`config.mk`:
```
export PLATFORM = sky130hd
export DESIGN_NAME = lsu_dmem
export DESIGN_NICKNAME = d
export VERILOG_FILES = /design/src/rtl/lsu_dmem.sv
export SDC_FILE = /design/constraint.sdc
export NUM_CORES = 1
export LEC_CHECK = 0
export ABC_AREA = 0
export BUFFER_PORTS_ARGS = -buffer_cell sky130_fd_sc_hd__buf_2
export CAP_MARGIN = 20
export CORE_ASPECT_RATIO = 1.4
export CORE_MARGIN = 2
export CORE_UTILIZATION = 47
export DETAILED_ROUTE_END_ITERATION = 12
export HOLD_SLACK_MARGIN = 0.08
export PLACE_DENSITY = 0.8
export SLEW_MARGIN = 10
export SYNTH_ARGS = -nofsm -noshare
export SYNTH_HDL_FRONTEND = slang
export SYNTH_SLANG_ARGS = --single-unit
```
`constraint.sdc`:
```
create_clock -name clk -period 3.74 [get_ports clk]
set_input_delay 0.561 -clock clk [delete_from_list [all_inputs] [get_ports clk]]
set_output_delay 0.561 -clock clk [all_outputs]
set_load 0.01 [all_outputs]
```
`src/rtl/lsu_dmem.sv`:
```
// Load/store unit data-memory port: one RV32 load or store per request.
// Three-state sequencer (IDLE, ACCESS, RESP) with size/sign handling and error detection.
module lsu_dmem #(
  parameter bit MISALIGN_ERR = 1'b1
) (
  input  logic        clk,
  input  logic        rst,
  input  logic        req_valid,
  output logic        req_ready,
  input  logic        req_wen,
  input  logic [2:0]  req_funct3,
  input  logic [31:0] req_addr,
  input  logic [31:0] req_wdata,
  output logic        resp_valid,
  input  logic        resp_ready,
  output logic [31:0] resp_rdata,
  output logic        resp_err,
  output logic        valid,
  output logic [31:0] dmem_addr,
  output logic [31:0] dmem_wdata,
  output logic        dmem_wen,
  output logic [3:0]  dmem_wmask,
  input  logic [31:0] dmem_rdata
);

  typedef enum logic [1:0] {IDLE, ACCESS, RESP} state_t;

  state_t      state, state_n;
  logic        wen_q;
  logic [2:0]  f3_q;
  logic [31:0] addr_q;
  logic [31:0] wdata_q;
  logic [31:0] rdata_q;
  logic        err_q;

  logic        mis;
  logic        illegal;
  logic        err;
  logic [1:0]  off;
  logic [31:0] sh;
  logic [31:0] load;

  always_comb begin
    mis     = 1'b0;
    illegal = 1'b0;
    case (f3_q)
      3'b000: ;
      3'b001: mis = addr_q[0];
      3'b010: mis = (addr_q[1:0] != 2'b00);
      3'b100: illegal = wen_q;
      3'b101: begin
        mis     = addr_q[0];
        illegal = wen_q;
      end
      default: illegal = 1'b1;
    endcase
    err = illegal | (mis & MISALIGN_ERR);
  end

  // Without error reporting, misaligned halves/words snap down to alignment.
  always_comb begin
    off = addr_q[1:0];
    if (!MISALIGN_ERR) begin
      if (f3_q[1:0] == 2'b01) off[0] = 1'b0;
      if (f3_q[1:0] == 2'b10) off    = 2'b00;
    end
  end

  assign req_ready  = (state == IDLE) & ~rst;
  assign valid      = (state == ACCESS) & ~err & ~rst;
  assign dmem_addr  = valid ? {addr_q[31:2], 2'b00} : 32'h0;
  assign dmem_wen   = valid & wen_q;
  assign resp_valid = (state == RESP);
  assign resp_rdata = rdata_q;
  assign resp_err   = err_q;

  always_comb begin
    dmem_wmask = 4'b0000;
    dmem_wdata = 32'h0;
    if (valid) begin
      case (f3_q[1:0])
        2'b00: begin
          dmem_wmask = 4'b0001 << off;
          dmem_wdata = {4{wdata_q[7:0]}};
        end
        2'b01: begin
          dmem_wmask = 4'b0011 << off;
          dmem_wdata = {2{wdata_q[15:0]}};
        end
        default: begin
          dmem_wmask = 4'b1111;
          dmem_wdata = wdata_q;
        end
      endcase
    end
  end

  assign sh = dmem_rdata >> {off, 3'b000};

  always_comb begin
    case (f3_q)
      3'b000:  load = {{24{sh[7]}}, sh[7:0]};
      3'b001:  load = {{16{sh[15]}}, sh[15:0]};
      3'b100:  load = {24'h0, sh[7:0]};
      3'b101:  load = {16'h0, sh[15:0]};
      default: load = dmem_rdata;
    endcase
  end

  always_comb begin
    state_n = state;
    case (state)
      IDLE:    if (req_valid) state_n = ACCESS;
      ACCESS:  state_n = RESP;
      RESP:    if (resp_ready) state_n = IDLE;
      default: state_n = IDLE;
    endcase
  end

  always_ff @(posedge clk) begin
    if (rst) begin
      state   <= IDLE;
      rdata_q <= 32'h0;
      err_q   <= 1'b0;
    end else begin
      state <= state_n;
      if (state == ACCESS) begin
        err_q   <= err;
        rdata_q <= (err | wen_q) ? 32'h0 : load;
      end
    end
  end

  always_ff @(posedge clk) begin
    if (req_valid & req_ready) begin
      wen_q   <= req_wen;
      f3_q    <= req_funct3;
      addr_q  <= req_addr;
      wdata_q <= req_wdata;
    end
  end

endmodule

```
==> results of run 1 <==
## cell usage after synthesis, drive strengths merged
cell / count / area (sq um)
edfxtp: 68 / 2040
nor2: 50 / 188
and2: 48 / 300
o21ai: 36 / 180
dfxtp: 35 / 701
nand2: 32 / 120
a21oi: 30 / 150
mux2i: 26 / 260
clkbuf: 22 / 82.6
a32oi: 17 / 149
nand2b: 16 / 100
buf: 14 / 81.3
a22oi: 8 / 60.1
a31oi: 8 / 50.1
o31ai: 7 / 52.6
nor2b: 5 / 31.3
a221oi: 3 / 26.3
inv: 3 / 11.3
nor3: 3 / 15.0
a2111oi: 1 / 27.5
a21o: 1 / 7.51
conb: 1 / 3.75
nand3b: 1 / 7.51
nor4: 1 / 6.26
o21bai: 1 / 7.51
or3: 1 / 6.26
or4: 1 / 11.3
## worst max path at each step
stage,from,end,slack [ns],cells past startpoint
6_report,addr_q[0]$_DFFE_PP_,dmem_addr[12],0.33,5
5_1_grt,addr_q[0]$_DFFE_PP_,dmem_addr[12],0.12,5
4_1_cts,addr_q[0]$_DFFE_PP_,dmem_addr[12],0.30,5
3_5_place_dp,addr_q[0]$_DFFE_PP_,dmem_addr[10],0.69,5
3_3_place_gp,addr_q[0]$_DFFE_PP_,dmem_addr[28],0.79,5
2_1_floorplan,rst,addr_q[0]$_DFFE_PP_,0.73,2
## sequential cells by signal, indices dropped and copies added (netlist names)
register	count
addr_q	32
resp_err	1
wdata_q	32
f3_q	3
wen_q	1
resp_rdata	32
state	2
## power by group through the flow
stage / Sequential [mW] / Clock [mW] / Combinational (mW)
5_1_grt: 1.29 / 0.973 / 0.242
2_1_floorplan: 1.30 / 0 / 0.119
3_3_place_gp: 1.31 / 0 / 0.213
4_1_cts: 1.28 / 0.926 / 0.220
6_report: 1.28 / 0.911 / 0.220
3_5_place_dp: 1.31 / 0 / 0.219
## worst max-delay path: stages (launching register included)
cell and delay, ns:
edfxtp_1 0.74, nor4_1 0.55, o21ai_2 0.12, inv_1 0.68, and2_1 0.24, buf_2 0.16
## area by class of cell
class | instances | area [sq um]
fillers | 811 | 3710
flip-flops and latches | 103 | 2740
multi-input cells | 298 | 1770
repair buffers | 215 | 1100
clock buffers | 10 | 229
well taps | 135 | 169
clock inverters | 6 | 61.3
inverters | 3 | 11.3
diodes | 1 | 2.50
## metal layers
metal / up-vias / part of all wire (%)
met5: - / 0
met4: 0 / 3.0
met3: 26 / 7.4
met2: 191 / 53
met1: 1911 / 36
li1: 1956 / -
## logic make-up (layout without fill, tap and decap cells)
logic type,count (synthesis),count (layout)
AND/OR/NAND/NOR,158,158
AO/OA/AOI/OAI,112,112
flip-flops,103,103
buffers and inverters,39,234
multiplexers,26,26
other,1,3
## per-stage QoR
step / area, sq um / util [%] / power [mW] / std cells
4_1_cts: 6080 / 62.1 / 2.43 / 770
3_3_place_gp: 5790 / 59.2 / 1.52 / 754
2_1_floorplan: 4680 / - / 1.42 / 440
5_1_grt: 6090 / 62.2 / 2.50 / 771
6_report: 6090 / 62.2 / 2.41 / 771
3_5_place_dp: 5790 / 59.2 / 1.53 / 754
==> results.md, run 1 <==
- The commonest non-fill, non-tap cell in the layout is buf_2.
- Of the cells placed in the final design, the portion with a size suffix greater than 1 is around 37%.
- 209 I/O pins were placed.
- The fraction of met1 tracks used by global routing is around 25%.
- Measured along the x axis, the die boundary spans 88.3 microns.
- The number of levels the H-tree was split into is 3.
- The final net count is 734.
- The net switching power is 0.544 mW.
- The initial antenna violation count came to 1.
- The routed wire length is 12,600 microns.
- The yosys synthesis warning count is 0.
- Buffers placed on the I/O ports in this run total 206.
- For this run, the register share of the synthesized area comes to 58.6%.
- Global routing consumed, on the met3 layer, 7.18% of the routing resources.
- After clock tree synthesis, the clock-pin slew on the worst setup and hold paths is roughly 0.07 ns.
- The final weighted congestion in routability-driven placement is 0.838.
- The via count of the routed design is 4,084.
- The share of total power in the clock network is a little under two fifths.
- Timing analysis after detailed placement gives a worst setup slack of about 0.69 ns.
- The complex-gate fraction of the synthesized area is 15.2%.
- Sequential cells account for a little over half of the total power.
- Row generation in the floorplan step produced 43 rows.
- Along the worst hold path, the cell count comes to 1.
- After synthesis, the share of cell area in mux cells is under 10%.
- Counting distinct cell types in the post-synthesis netlist gives 31.
- TritonCTS built the clock tree.
- The final cycle utilization of the critical path is around nine tenths.
- The number of clock buffers added by TritonCTS is 9.
- The first detailed-routing pass took 4 iterations.
- The average instance area after synthesis is around 11 sq um.
- The main combinational cell family by area after synthesis is simple AND/OR/NAND/NOR gates.
- The final hold slack is around 0.39 ns.
- The power share of the combinational group is 9.1%.
- After clock tree synthesis, the flow added hold-fix buffers numbering 0.
- The data arrival at the endpoint of the critical path is ~2.9 ns.
- VDD sags by at most ~0.00034 V.
- Measured along the y axis, the die boundary spans approximately 120 microns.
- The switching part of the total power is a little under a quarter.
- The synthesized-area fraction occupied by adder cells is 0%.
- The wire-length estimate of the detail-placed layout is about 9000 microns.
- Once the floorplan was initialized, standard cells occupied about 48% of the core.
- The post-cts sizing count is 0.
- Counting every instance in the synthesized netlist gives 439.
- Setup repair after global routing left no endpoint under its margin.
- The worst register-to-register path ends at resp_rdata[6]$_SDFFE_PP0N_.
- On the final layout, the worst clock skew is 0.00608 ns.
- After detailed routing, the average wire length per cell comes to ~16 microns.
- The number of nets still failing antenna checks after routing is 0.
- The most used routing layer in global routing is met2.
- The number of global-route vias before repair was just under 4,000.
- The max-slew violation count came to 0.
- The detailed-route DRC error count is 0.
- Max-cap violations in this run came to 0.
- The transition at the pin with the smallest max-transition slack is ~0.92 ns.
- The tree built by TritonCTS fans out to about 100 sinks.
- After global routing the overflow that remains totals 0.
- The path class of the tightest hold or removal check is input port to flip-flop.
- The register-to-register setup slack is roughly 1.0 ns.
- Internal power comes to approximately 1.9 mW.
- The area inside the core boundary is between 9000 and 10,000 sq um.
- The critical path launch point type is a flip-flop.
- The top cell types in the final layout, fill and taps aside, are buf_2, edfxtp_1, nor2_1.
- The average via count per standard cell is roughly 5.3.
- After Yosys synthesis, XOR and XNOR cells account for 0% of the synthesized area.
- The static leakage is about 2.7 nW.
- The final critical path time including I/O delays and setup is around 3.4 ns.
- The clock latency on the worst-skew pair is roughly 0.33 ns.
- Headroom to the max-slew limit came out at 38.5%.
- The simple-gate area share of the yosys netlist is 16.8%.
- The worst register-to-register path begins at f3_q[0]$_DFFE_PP_.
- The count of buffers added by post-CTS timing repair for setup is 0.
- Measured in cells, the most critical reg-to-reg path has a length of 5.
- The total power divided by cell area is 397 nW/um^2.
- The setup violation total in the final timing report is 0.
- The met2 track utilization from global routing is 39.7%.
- CTS placed an instance of clkbuf_16 at the clock tree root.
- Global routing consumed, over all layers together, around 23% of the routing resources.
- The detailed router finished its first iteration with between 200 and 250 violations.
- The longest clock path from root to sink contains 2 buffers.
- The peak clock frequency supported by timing is slightly below 0.3 GHz.
- The kind of end point of the critical path is an output port.
- The critical path required time is 3.18 ns.
- After synthesis the netlist holds a flip-flop and latch count of roughly 100.
- The run finished with clean final reports.
- The path type of the worst setup path is flip-flop to output port.
- In this run the cell area of the synthesized design comes to 4680 sq um.
- The final worst-path setup slack is about 0.33 ns.
- The global-route wire length before repair is around 19,000 microns.
- The final number of hold-violating endpoints came to 0.
- The path with the worst hold slack has its endpoint at addr_q[12]$_DFFE_PP_.
- In this run the worst path has a maximum fanout of 40.
- The area added between synthesis and finish is 30.1%.
- The pin count of the biggest net entering global routing is between 70 and 80.
- The area of the die is approximately 11,000 sq um.
- The setup total negative slack is 0 ns.
- The start point of the worst hold path is req_addr[12].
Note: power is estimated with default switching activity, not from simulation.
==> run 2: changes to the inputs <==
- PLACE_DENSITY: 0.8 -> not set
- PLACE_DENSITY_LB_ADDON: not set -> 0.08
==> results.md, run 2 (synthesized netlist as in run 1, its figures left out) <==
- The run finished with clean final reports.
- The data arrival at the endpoint of the critical path was 2.40 ns (-0.45 ns).
- The cell area after placement is 5810 sq um (+0.26%).
- The HPWL reported at the end of detailed placement came to 8640 microns (-4.6%).
- The number of placed instances, taps included is 756 (+0.27%).
- The length of routed met2 wiring is 6250 microns (-6.5%).
- Setup repair after global routing left no endpoint under its margin.
- The path type of the worst setup path is flip-flop to output port.
- The setup total negative slack was 0 ns (unchanged).
- The number of buffers inserted for hold repair after clock tree synthesis is 0 (unchanged).
- The critical path launch point type is a flip-flop.
- The final net count was 736 (+0.27%).
- The count of TritonRoute iterations in the first routing pass is 4 (unchanged).
- The start point of the worst hold path is req_addr[1].
- The highest cell delay on the worst timing path is 0.42 ns (-0.32 ns).
- The share of total power in the clock network is 39.7% (+1.9 points).
- The start of the worst register-to-register path is f3_q[0]$_DFFE_PP_.
- The number of buffer and inverter stages on the critical path is 5 (+3).
- From synthesis to final layout, the design area changed by 30.8%.
- The number of cells on the critical path was 8 (+3).
- The TritonCTS clock tree is yes.
- The number of global-route vias before repair is 3,734 (-5.4%).
- The kind of end point of the critical path is an output port.
- The largest fanout on the critical path is 40 (unchanged).
- The clock latency on the worst-skew pair is 0.34 ns (about the same).
- The die span in y is 122 microns (unchanged).
- The critical path required time came to 3.18 ns (about the same).
- The total routing resource utilization after global routing is 22.2% (-0.70 points).
- The area inside the core boundary was 9790 sq um (unchanged).
- The peak clock frequency supported by timing came to 0.337 GHz (+15%).
- The number of cells on the worst reg-to-reg path came to 5 (unchanged).
- The internal power of the cells is 1.94 mW (+3.7%).
- The proportion of power drawn by flip-flops and latches came to 51.2% (-1.9 points).
- The static leakage came to 2.74 nW (+0.83%).
- The global-route wire length before repair is 18,300 microns (-2.9%).
- The relative slew slack came to 39.9% (+1.4 points).
- The capturing point of the worst reg2reg path is resp_rdata[3]$_SDFFE_PP0N_.
- Walking the worst path, the cells encountered are buf_4 > nor4_1 > o21ai_2 > buf_4 > inv_1 > buf_4 > and2_1 > buf_2.
- The root buffer selected by CTS is clkbuf_16.
- The number of nets still failing antenna checks after routing came to 0 (unchanged).
- The cell seen most often among critical-path stages is buf_4.
- The length of routed met3 wiring is 942 microns (+1.5%).
- The total area of multi-input combinational cells came to 1770 sq um (unchanged).
- The total CTS buffers is 9 (unchanged).
- The setup violation total in the final timing report is 0 (unchanged).
- The sum of overflow across all layers after global routing is 0 (unchanged).
- The final hold slack was 0.396 ns (+0.000957 ns).
- The number of ports placed on the die boundary was 209 (unchanged).
- The total power divided by cell area is 407 nW/um^2 (+2.6%).
- The final number of hold-violating endpoints came to 0 (unchanged).
- The peak ir drop on the vdd network is 0.000290 V (-15%).
- The filler-free cell count of the finished design is 772 (+0.13%).
- The sequential cell area in the final layout is 2740 sq um (unchanged).
- The number of buffers between clock root and the deepest sink was 2 (unchanged).
- The starting density of the core is 47.8% (unchanged).
- The count of buffers added by post-CTS timing repair for setup was 0 (unchanged).
- Routed signal wires occupy layers up through met4.
- The power share of the combinational group is 9.1% (about the same).
- The horizontal die dimension came to 88.3 microns (unchanged).
- The transition at the pin with the smallest max-transition slack came to 0.898 ns (-0.0234 ns).
- The library cell used most frequently in the layout, excluding fill and tap cells, is buf_2.
- The max-slew violation count is 0 (unchanged).
- The final critical path time including I/O delays and setup was 2.96 ns (-0.444 ns).
- The final weighted congestion in routability-driven placement is 0.853 (+1.8%).
- Leaving out fill and tap cells, the most frequent cells in the layout are buf_2, edfxtp_1, nor2_1.
- The initial antenna violation count is 0 (-1).
- The clock input transition at the sequential cells of the worst setup and hold paths is 0.07 ns (about the same).
- The worst hold path endpoint is addr_q[1]$_DFFE_PP_.
- The total routed wire length on the met1 layer is 4750 microns (+4.0%).
- The clock sink count came to 103 (unchanged).
- The net switching power came to 0.553 mW (+1.6%).
- The worst hold path stage count is 1 (unchanged).
- The area of the die came to 10,800 sq um (unchanged).
- The number of levels the H-tree was split into is 3 (unchanged).
- The pin count of the biggest net entering global routing is 75 (unchanged).
- The row count is 43 (unchanged).
- The detailed-route DRC error count is 0 (unchanged).
- The max-cap violation count is 0 (unchanged).
- The fraction of final layout cells sized beyond drive strength 1 came to 36.9% (-0.058 points).
- The per-cell routed wire length is 15.9 microns (-2.5%).
- The routed wire length came to 12,300 microns (-2.4%).
- The tightest min-delay check is of the input port to flip-flop type.
- The average via count per standard cell is 5.17 (-2.4%).
- The post-cts sizing count is 0 (unchanged).
- The clock skew after layout is 0.00668 ns (+0.000603 ns).
- The count of fill cells added during filler insertion came to 889 (+9.6%).
- The final cycle utilization of the critical path is 79.2% (-12 points).
- The count of input and output buffers is 206 (unchanged).
- The count of routing violations after the opening detailed-route iteration is 169 (-19%).
- The switching part of the total power is 22.2% (-0.36 points).
- The kind of cell adding the most delay to the critical path is buffers and inverters.
- The via count of the routed design was 3,990 (-2.3%).
- The register-to-register setup slack is 1.32 ns (+0.29 ns).
- The final non-filler cell area was 6120 sq um (+0.58%).
- The critical-path cell with the highest stage delay is nor4_1.
## run 2: final cells by class
| class | count | area share (%) |
|---|---|---|
| Sequential cell | 103 | 44.8 |
| Multi-Input combinational cell | 298 | 28.9 |
| Timing Repair Buffer | 217 | 18.2 |
| Clock buffer | 10 | 3.74 |
| Tap cell | 135 | 2.76 |
| Clock inverter | 5 | 1.33 |
| Inverter | 3 | 0.184 |
| Antenna cell | 1 | 0.0409 |
## run 2: worst max path at each step
stage,from,endpoint,slack [ns]
after CTS,addr_q[0]$_DFFE_PP_,dmem_addr[3],0.74
final,addr_q[0]$_DFFE_PP_,dmem_addr[29],0.78
after global routing,addr_q[0]$_DFFE_PP_,dmem_wdata[4],0.61
after global placement,addr_q[0]$_DFFE_PP_,dmem_addr[3],1.19
after detailed placement,addr_q[0]$_DFFE_PP_,dmem_addr[3],1.12
after floorplan,rst,addr_q[0]$_DFFE_PP_,0.73
## run 2: worst reg2reg max path, stage by stage, from the launching register on
cell and delay (ns):
edfxtp_1 0.41, buf_4 0.27, or4_4 0.60, a21oi_1 0.19, nand2_1 0.46, o31ai_1 0.40
## run 2: metal layers
layer  vias up  global-route usage (%)
li1       1958                       -
met1      1834                    25.8
met2       177                    38.0
met3        21                    5.76
met4         0                    9.66
met5         -                       0
## run 2: metrics by stage
step	worst slack [ns]	power (mW)	utilization (%)
floorplan	0.732	1.42	-
global placement	1.19	1.52	59.3
detailed placement	1.12	1.53	59.3
CTS	0.742	2.51	62.5
global route	0.608	2.58	62.5
finish	0.776	2.49	62.5
## run 2: power groups by stage
| stage | combinational (mW) | sequential [mW] | clock, mW |
|---|---|---|---|
| after floorplan | 0.119 | 1.30 | 0 |
| after global placement | 0.220 | 1.30 | 0 |
| after detailed placement | 0.225 | 1.30 | 0 |
| after CTS | 0.226 | 1.28 | 1.01 |
| after global routing | 0.248 | 1.28 | 1.05 |
| final | 0.226 | 1.28 | 0.989 |
